**config.mk**
```make
export PLATFORM = sky130hd
export DESIGN_NAME = ysyx_25040111_ifu
export DESIGN_NICKNAME = d
export VERILOG_FILES = /design/src/rtl/ysyx_25040111_ifu_pkg.sv /design/src/rtl/ysyx_25040111_ifu_tmo.sv /design/src/rtl/ysyx_25040111_ifu.sv
export SDC_FILE = /design/constraint.sdc
export NUM_CORES = 1
export LEC_CHECK = 0
export ABC_CLOCK_PERIOD_IN_PS = 3000
export BUFFER_PORTS_ARGS = -buffer_cell sky130_fd_sc_hd__buf_2
export CORE_MARGIN = 1.5
export CORE_UTILIZATION = 41
export DETAILED_ROUTE_END_ITERATION = 10
export GPL_TIMING_DRIVEN = 1
export HOLD_SLACK_MARGIN = 0.06
export PLACE_DENSITY = 0.76
export SLEW_MARGIN = 40
export SYNTH_ARGS = -nofsm -noshare
export SYNTH_HDL_FRONTEND = slang
export SYNTH_HIERARCHICAL = 1
export SYNTH_SLANG_ARGS = --single-unit
```
**constraint.sdc**
```tcl
create_clock -name clk -period 3 [get_ports clk]
set_clock_uncertainty 0.15 [all_clocks]
set_input_delay 0.15 -clock clk [delete_from_list [all_inputs] [get_ports clk]]
set_output_delay 0.15 -clock clk [all_outputs]
set_load 0.05 [all_outputs]
```
**src/rtl/ysyx_25040111_ifu_pkg.sv**
```systemverilog
// Shared encodings for the instruction fetch unit.
// Latency: none (types and constants only).
// Backpressure: not applicable.
package ysyx_25040111_ifu_pkg;

  // Fetch FSM states; the encodings match the long-standing inc.vh values.
  typedef enum logic [1:0] {
    IFU_IDLE = 2'd0,
    IFU_ADDR = 2'd1,
    IFU_DATA = 2'd2,
    IFU_HOLD = 2'd3
  } ifu_state_e;

  // Fault codes reported to decode alongside the instruction.
  typedef enum logic [1:0] {
    FLT_NONE     = 2'd0,
    FLT_MISALIGN = 2'd1,
    FLT_BUSERR   = 2'd2,
    FLT_TMO      = 2'd3
  } ifu_fault_e;

  // AXI read response code for a successful read.
  localparam logic [1:0] RESP_OKAY = 2'b00;

  // Instructions are word aligned; any set low address bit is a fault.
  function automatic logic is_misaligned(input logic [1:0] lsb);
    return lsb != 2'b00;
  endfunction

endpackage

```
**src/rtl/ysyx_25040111_ifu_tmo.sv**
```systemverilog
// Bus wait watchdog: clear/enable counter that saturates at all-ones.
// Latency: tc is combinational, high in the cycle whose edge takes the count to all-ones.
// Backpressure: none; counts whenever enabled.
module ysyx_25040111_ifu_tmo #(
  parameter int W = 8
) (
  input  logic clk,
  input  logic reset,
  input  logic clr,
  input  logic en,
  output logic tc
);

  localparam logic [W-1:0] MAX = '1;

  logic [W-1:0] cnt;

  // Count enabled cycles; a clear wins over counting and the count never wraps.
  always_ff @(posedge clk) begin
    if (reset) begin
      cnt <= '0;
    end else if (clr) begin
      cnt <= '0;
    end else if (en && (cnt != MAX)) begin
      cnt <= cnt + 1'b1;
    end
  end

  // Terminal count: this edge is the one that reaches the limit.
  assign tc = en && !clr && (cnt == (MAX - 1'b1));

endmodule

```
**src/rtl/ysyx_25040111_ifu.sv**
```systemverilog
// Instruction fetch: latches a PC pulse, issues one AXI4-Lite read, hands inst/pc/fault to decode.
// Latency: pc_valid to inst_valid is 3 cycles with a zero-wait slave, 1 cycle for a misaligned PC.
// Backpressure: result held in HOLD until inst_ready; pc_valid while busy is dropped and flagged in overrun.
module ysyx_25040111_ifu
  import ysyx_25040111_ifu_pkg::*;
#(
  parameter int ADDR_W = 32,
  parameter int DATA_W = 32,
  parameter int TMO_W  = 8
) (
  input  logic              clk,
  input  logic              reset,
  input  logic              pc_valid,
  input  logic [ADDR_W-1:0] pc,
  output logic [ADDR_W-1:0] araddr,
  output logic              arvalid,
  input  logic              arready,
  input  logic [DATA_W-1:0] rdata,
  input  logic [1:0]        rresp,
  input  logic              rvalid,
  output logic              rready,
  output logic [DATA_W-1:0] inst,
  output logic [ADDR_W-1:0] inst_pc,
  output logic              inst_valid,
  input  logic              inst_ready,
  output logic [1:0]        fault,
  output logic              busy,
  output logic              overrun
);

  ifu_state_e state_q;
  ifu_state_e state_d;
  ifu_fault_e fault_q;

  logic accept;
  logic ar_fire;
  logic r_fire;
  logic tmo_clr;
  logic tmo_en;
  logic tmo_hit;

  // A new PC is only taken when idle; anything else counts as an overrun.
  assign accept  = pc_valid && (state_q == IFU_IDLE);
  assign ar_fire = arvalid && arready;
  // Read data is only sampled from DATA, so an rvalid overlapping the AR handshake is ignored.
  assign r_fire  = rvalid && rready && (state_q == IFU_DATA);

  // Restart the watchdog when a read starts and again when its address phase completes.
  assign tmo_clr = accept || ((state_q == IFU_ADDR) && ar_fire);
  assign tmo_en  = (state_q == IFU_ADDR) || (state_q == IFU_DATA);

  ysyx_25040111_ifu_tmo #(
    .W (TMO_W)
  ) u_tmo (
    .clk   (clk),
    .reset (reset),
    .clr   (tmo_clr),
    .en    (tmo_en),
    .tc    (tmo_hit)
  );

  // State register.
  always_ff @(posedge clk) begin
    if (reset) begin
      state_q <= IFU_IDLE;
    end else begin
      state_q <= state_d;
    end
  end

  // Next-state logic; a completed handshake beats a timeout landing on the same cycle.
  always_comb begin
    state_d = state_q;
    unique case (state_q)
      IFU_IDLE: begin
        if (pc_valid) begin
          state_d = is_misaligned(pc[1:0]) ? IFU_HOLD : IFU_ADDR;
        end
      end
      IFU_ADDR: begin
        if (ar_fire) begin
          state_d = IFU_DATA;
        end else if (tmo_hit) begin
          state_d = IFU_HOLD;
        end
      end
      IFU_DATA: begin
        if (r_fire || tmo_hit) begin
          state_d = IFU_HOLD;
        end
      end
      IFU_HOLD: begin
        if (inst_ready) begin
          state_d = IFU_IDLE;
        end
      end
      default: state_d = IFU_IDLE;
    endcase
  end

  // Handshake outputs are registered copies of the state being entered.
  always_ff @(posedge clk) begin
    if (reset) begin
      arvalid    <= 1'b0;
      rready     <= 1'b0;
      inst_valid <= 1'b0;
    end else begin
      arvalid    <= (state_d == IFU_ADDR);
      rready     <= (state_d == IFU_DATA);
      inst_valid <= (state_d == IFU_HOLD);
    end
  end

  // Address capture: araddr and inst_pc only change when a new PC is accepted.
  always_ff @(posedge clk) begin
    if (reset) begin
      araddr  <= '0;
      inst_pc <= '0;
    end else if (accept) begin
      araddr  <= pc;
      inst_pc <= pc;
    end
  end

  // Result capture: instruction word and fault code for the hand-off to decode.
  always_ff @(posedge clk) begin
    if (reset) begin
      inst    <= '0;
      fault_q <= FLT_NONE;
    end else if (accept && is_misaligned(pc[1:0])) begin
      inst    <= '0;
      fault_q <= FLT_MISALIGN;
    end else if (r_fire) begin
      inst    <= rdata;
      fault_q <= (rresp == RESP_OKAY) ? FLT_NONE : FLT_BUSERR;
    end else if (tmo_hit && (state_d == IFU_HOLD)) begin
      inst    <= '0;
      fault_q <= FLT_TMO;
    end
  end

  // Sticky flag for a PC pulse that arrived while a fetch was in flight or being held.
  always_ff @(posedge clk) begin
    if (reset) begin
      overrun <= 1'b0;
    end else if (pc_valid && (state_q != IFU_IDLE)) begin
      overrun <= 1'b1;
    end
  end

  assign fault = fault_q;
  assign busy  = (state_q != IFU_IDLE);

endmodule
```
# [Word level (Yosys, flattened, before mapping)]
# Index checks and enable logic that the tools add are counted.
[totals] output_inout_bits=103 latch_bits=0 ram_bits=0 in_bits=72 romBits=0 wordCells=55 mem_count=0 ff_bits=80
[op_classes] order_cmp=0 n_addsub=1 n_reduce_logical=23 shifts=0 div_mod_pow=0 multipliers=0 n_bitwise=0 n_mux=13 eq_ne=8
[op_table] op="$mux 32" count=2
[op_table] op="$mux 2" count=9
[op_table] op="$logic_and 1x1->1" count=11
[op_table] op="$add 8x1->8 const B" count=1
[op_table] op="$eq 2x2->1 const B" count=4
[op_table] op="$eq 8x8->1 const B" count=1
[op_table] op="$ne 8x8->1 const B" count=1
[op_table] op="$pmux 2 s4" count=1
[op_table] op="$reduce_bool 2->1" count=3
[op_table] op="$eq 2x1->1 const B" count=2
[op_table] op="$logic_not 2->1" count=2
[op_table] op="$reduce_or 2->1" count=2
[op_table] op="$logic_or 1x1->1" count=3
[op_table] op="$reduce_bool 3->1" count=1
[op_table] op="$logic_not 1->1" count=1
[op_table] op="$mux 1" count=1

# [Longest topological paths before layout]
[depth] depth_word=14 depth_mapped=12

# [Modules after synthesis]
# The synthesis kept the hierarchy.
[by_module_without_submodules] module="ysyx_25040111_ifu" n_inst=1 cells_each=369 area_each_um2=3093.0
[by_module_without_submodules] module="ysyx_25040111_ifu_tmo" n_inst=1 cells_each=51 area_each_um2=447.9

# [Worst setup path before layout]
# No wires, ideal clock.
[synth_timing] path_type="register to register" start="reg state_q[0]" end="reg inst[10]" stages_incl_launch_ff=13 setup_ns=0.115 arrival_time_ns=2.631 path_slack_ns=0.104 path_cell_list="dfxtp_1 > inv_1 > ha_1 > nand2_2 > clkbuf_1 > nand2_1 > nor3b_1 > a2bb2oi_1 > a22oi_1 > o211ai_2 > o2111a_4 > buf_6 > o21ai_2"
[synth_via] elab_chain_cells=12 elab_cells_between_ends=25
[synth_rtl] element="from (decl)" line="ysyx_25040111_ifu.sv:31" text="ifu_state_e state_q;"
[synth_rtl] element="from (signal assigned)" line="ysyx_25040111_ifu.sv:67" text="state_q <= state_d;"
[synth_rtl] element="$eq 2x1->1 / $logic_not 2->1 (equally long branches)" line="ysyx_25040111_ifu.sv:49, ysyx_25040111_ifu.sv:43"
[synth_rtl] element="$logic_and 1x1->1 (on tied branches)" line="ysyx_25040111_ifu.sv:49, ysyx_25040111_ifu.sv:43"
[synth_rtl] element="$logic_or 1x1->1 *" line="ysyx_25040111_ifu.sv:49" text="assign tmo_clr = accept || ((state_q == IFU_ADDR) && ar_fire);"
[synth_rtl] element="net tmo_clr" line="ysyx_25040111_ifu.sv:38" text="logic tmo_clr;"
[synth_rtl] element="$logic_not 1->1 *" line="ysyx_25040111_ifu_tmo.sv:30" text="assign tc = en && !clr && (cnt == (MAX - 1'b1));"
[synth_rtl] element="$logic_and 1x1->1 * (2 in series)" line="ysyx_25040111_ifu_tmo.sv:30"
[synth_rtl] element="net tmo_hit" line="ysyx_25040111_ifu.sv:40" text="logic tmo_hit;"
[synth_rtl] element="$mux 2 / $logic_or 1x1->1 (equally long branches)" line="ysyx_25040111_ifu.sv:83, ysyx_25040111_ifu.sv:88"
[synth_rtl] element="$mux 2 (on tied branches)" line="ysyx_25040111_ifu.sv:81, ysyx_25040111_ifu.sv:88"
[synth_rtl] element="$pmux 2 s4" line="ysyx_25040111_ifu.sv:74" text="unique case (state_q)"
[synth_rtl] element="$eq 2x2->1" line="ysyx_25040111_ifu.sv:136" text="end else if (tmo_hit && (state_d == IFU_HOLD)) begin"
[synth_rtl] element="$logic_and 1x1->1 *" line="ysyx_25040111_ifu.sv:136"
[synth_rtl] element="$reduce_bool 2->1 (no line) *"
[synth_rtl] element="to (signal assigned)" line="ysyx_25040111_ifu.sv:134" text="inst <= rdata;"
[synth_rtl] element="to (decl)" line="ysyx_25040111_ifu.sv:22" text="output logic [DATA_W-1:0] inst,"
# Mark *: on every way through the listed nets, which the timed path passes. The rest lies on a longest branch.
# A chain may end at the register's enable or synchronous reset.

# [Final worst setup path]
[layout_timing] start="reg state_q[1]" end="reg inst[28]"
[layout_via] elab_cells_between_ends=25
[layout_rtl] element="$eq 2x1->1 / $eq 2x2->1 (equally long branches)" line="ysyx_25040111_ifu.sv:50" text="assign tmo_en = (state_q == IFU_ADDR) || (state_q == IFU_DATA);"
[layout_rtl] element="$logic_or 1x1->1 *" line="ysyx_25040111_ifu.sv:50"
[layout_rtl] element="net tmo_en" line="ysyx_25040111_ifu.sv:39" text="logic tmo_en;"
[layout_rtl] element="$logic_and 1x1->1 * (2 in series)" line="ysyx_25040111_ifu_tmo.sv:30"
[layout_rtl] element="net tmo_hit" line="ysyx_25040111_ifu.sv:40"
[layout_rtl] element="$mux 2 / $logic_or 1x1->1 (equally long branches)" line="ysyx_25040111_ifu.sv:83, ysyx_25040111_ifu.sv:88"
[layout_rtl] element="$mux 2 (on tied branches)" line="ysyx_25040111_ifu.sv:81, ysyx_25040111_ifu.sv:88"
[layout_rtl] element="$pmux 2 s4" line="ysyx_25040111_ifu.sv:74"
[layout_rtl] element="$eq 2x2->1" line="ysyx_25040111_ifu.sv:136"
[layout_rtl] element="$logic_and 1x1->1 *" line="ysyx_25040111_ifu.sv:136"
[layout_rtl] element="$reduce_bool 2->1 (no line) *"
# Marks and branches as above.

==> flow_summary.ini <==
[critical_path]
startpoint_type = flop
crit_type = reg -> reg
timing.critical_path.fanout_max = 34
required_ns = 3.06
setup.worst_path.end_class = flop
critPathArrivalTime_ns = 2.88
worst-r2r-setup-slack_ns = 0.19

[grt]
grt_pass1_vias = 3449
groute.usage.overall_pct = 22.1
grt_max_degree = 66
grt_first_pass_wirelength_mm = 15.8
gr-total-overflow = 0
antenna_violations_before_repair = 0

[timing]
final_min_period_over_clock_period_pct = 93.8
slew_headroom_pct = 48.6
timing_max_transition_violations_final = 0
timing.fmax_mhz = 355
hold_slack_ns = 0.158
final_hold_violation_count = 0
finalCriticalPeriod_ns = 2.81
finalSetupTns_ns = 0
tightest_slew_ns = 0.771
finalSetupViolations = 0
rsz_0062_raised_after_global_routing = no

[die]
floorplan.io_pins = 175
fp.dieH_microns = 95.9
rows = 33
die_w_microns = 95.9
floorplan.initialDensity_pct = 42.7
fp.dieArea_sq_um = 9200
floorplan.core_area_sq_um = 8300

[power]
p_int_mw = 1.83
p_sw_share_pct = 40.0
power_frac_comb_pct = 33.6
power.ir.vdd_worst_mv = 0.428
power.share.sequential_pct = 39.8
power.leakage_nw = 2.41
clkPwrFrac_pct = 26.6
power.density_cell_area_nw_per_um2 = 596
power_switching_mw = 1.22

[detailed_routing]
vias = 3643
drc = 0
post_drt_via_cell_ratio = 5.02
antenna_violating_nets_post_route = 0
wl_mm = 10.1
route.detailed.wl_per_inst_microns = 14.0
drt_pass1_iterations = 4
drt_first_iter_violations = 112

[flow_run]
cap_violations = 0

[clocking]
cts_sinks = 80
cts.reportedPaths.clkPinSlew_ns = 0.08
root_buffer = clkbuf_8
insertion_delay_ns = 0.34
cts_tree = built
post_cts.repair.setup_buffers = 0
htree_levels = 3
cts_buffer_depth = 2
cts_made_buffers = 9

[logic_synthesis]
number_of_different_library_cells_in_the_post_synthesis_netlist = 40
syn-instance-count = 420
syn_nets = 499
synth_cell_area_sq_um = 3540
yosys_warnings = 6
synthesis.area_per_instance_sq_um = 8.43
synth_top_area_share_pct = 45.2
leading_cell_types_by_total_area_after_synthesis = dfxtp_1 (45%), nand3_1 (9.9%), nand2_1 (7.5%), buf_4 (7.0%), o21ai_2 (6.2%)
synth-seq-area-share_pct = 45.2
library_cell_occupying_the_most_area_in_the_post_synthesis_netlist = dfxtp_1
flip_flop_and_latch_count_after_synthesis = 80

[final_layout]
final_cell_area_sq_um = 5110
final_common_cell = buf_2
final_net_count = 694
seq_area_sq_um = 1600
layout_common_cells = buf_2 (174), dfxtp_1 (79), nand2_1 (71)
final_layout_size_suffix_gt1_share_pct = 37.1
insertedDiodeCount = 0
multi_input_area_sq_um = 1530
nFillCells = 681
area.growth.synth_to_final_pct = 44.2

[place]
finalWeightedCongestion = 0.881
port-buffer-count = 174
dp_hpwl_mm = 6.11
placed_cell_area_sq_um = 4230

[outcome]
outcome = finished, final reports clean

[worst_hold_path]
hold_path.class = in -> reg
## layout make-up
| cell class | count | area share [%] |
|---|---|---|
| Clock inverter | 7 | 1.52 |
| Multi-Input combinational cell | 269 | 30.0 |
| Tap cell | 105 | 2.57 |
| Clock buffer | 9 | 2.43 |
| Sequential cell | 80 | 31.4 |
| Timing Repair Buffer | 246 | 31.4 |
| Inverter | 9 | 0.662 |
## registers in the layout (all words and copies together), names as in the netlist
| signal | count |
|---|---|
| overrun | 1 |
| inst_valid | 1 |
| inst_pc | 32 |
| rready | 1 |
| state_q | 2 |
| fault | 2 |
| arvalid | 1 |
| u_tmo/cnt | 8 |
| inst | 32 |
## cell usage after synthesis (all sizes together)
library cell,number
a211o,1
a211oi,4
a21oi,34
a22oi,1
a2bb2oi,1
a311o,1
a311oi,1
a31oi,3
a41o,1
and2,2
and3,2
and4,3
and4b,1
buf,41
clkbuf,21
dfxtp,80
ha,7
inv,9
mux2i,3
nand2,72
nand3,70
nand4,1
nor2,10
nor2b,3
nor3b,1
o2111a,1
o211ai,2
o21ai,36
o311a,1
o31a,1
or2,2
or3,3
xor2,1
## through the flow
step           total power [mW]  std cells  util (%)  setup WS [ns]
2_1_floorplan              2.00        420         -          0.104
3_3_place_gp               2.17        642      50.9          0.304
3_5_place_dp               2.18        642      50.9          0.102
4_1_cts                    3.07        725      61.5         0.0607
5_1_grt                    3.22        725      61.5         0.0295
6_report                   3.04        725      61.5          0.185
## power by group through the flow
stage | logic, mW | registers [mW] | clock network [mW]
CTS | 1.02 | 1.21 | 0.838
detailed placement | 0.950 | 1.23 | 0
global placement | 0.941 | 1.23 | 0
finish | 1.02 | 1.21 | 0.810
floorplan | 0.544 | 1.46 | 0
global route | 1.10 | 1.22 | 0.895
## logic make-up (layout without fill, tap and decap cells)
| group | Yosys count | in the layout | synth area share, % |
|---|---|---|---|
| compound gates | 88 | 88 | 17.1 |
| fa+ha+maj | 7 | 7 | 2.47 |
| simple gates | 170 | 170 | 22.2 |
| mux | 3 | 3 | 0.848 |
| xor+xnor | 1 | 1 | 0.247 |
| flops | 80 | 80 | 45.2 |
| buf+inv | 71 | 271 | 11.9 |
## critical path, cell delays in order, from the launching register on
cell,delay (ns)
dfxtp_1,0.42
inv_1,0.12
ha_1,0.39
nand4_1,0.13
nor3b_2,0.27
buf_4,0.17
a211o_1,0.10
a22oi_1,0.06
o211ai_2,0.25
o2111a_4,0.27
buf_12,0.22
o21ai_0,0.14
## repair_timing
| action | 4_1_cts | 5_1_grt |
|---|---|---|
| endpoints found under the setup margin | 0 | 34 |
| resized for setup | 0 | 2 |
| hold buffers | 67 | 0 |
| endpoints found under the hold margin | 66 | 0 |
## metal layers
metal	global-route usage [%]	wire length, microns	vias up
met1	24.8	4110	1663
met4	7.72	179	0
met2	38.8	5030	155
li1	-	-	1807
met5	0	0	-
met3	7.27	803	18
## final timing paths
check,to,start,cells past startpoint
hold reg to reg,inst[6],inst[6],2
hold / removal,rready,inst_ready,5
setup / recovery,inst[28],state_q[1],11
setup reg to reg,inst[28],state_q[1],11
No activity file was read; power rests on OpenSTA's default activity.
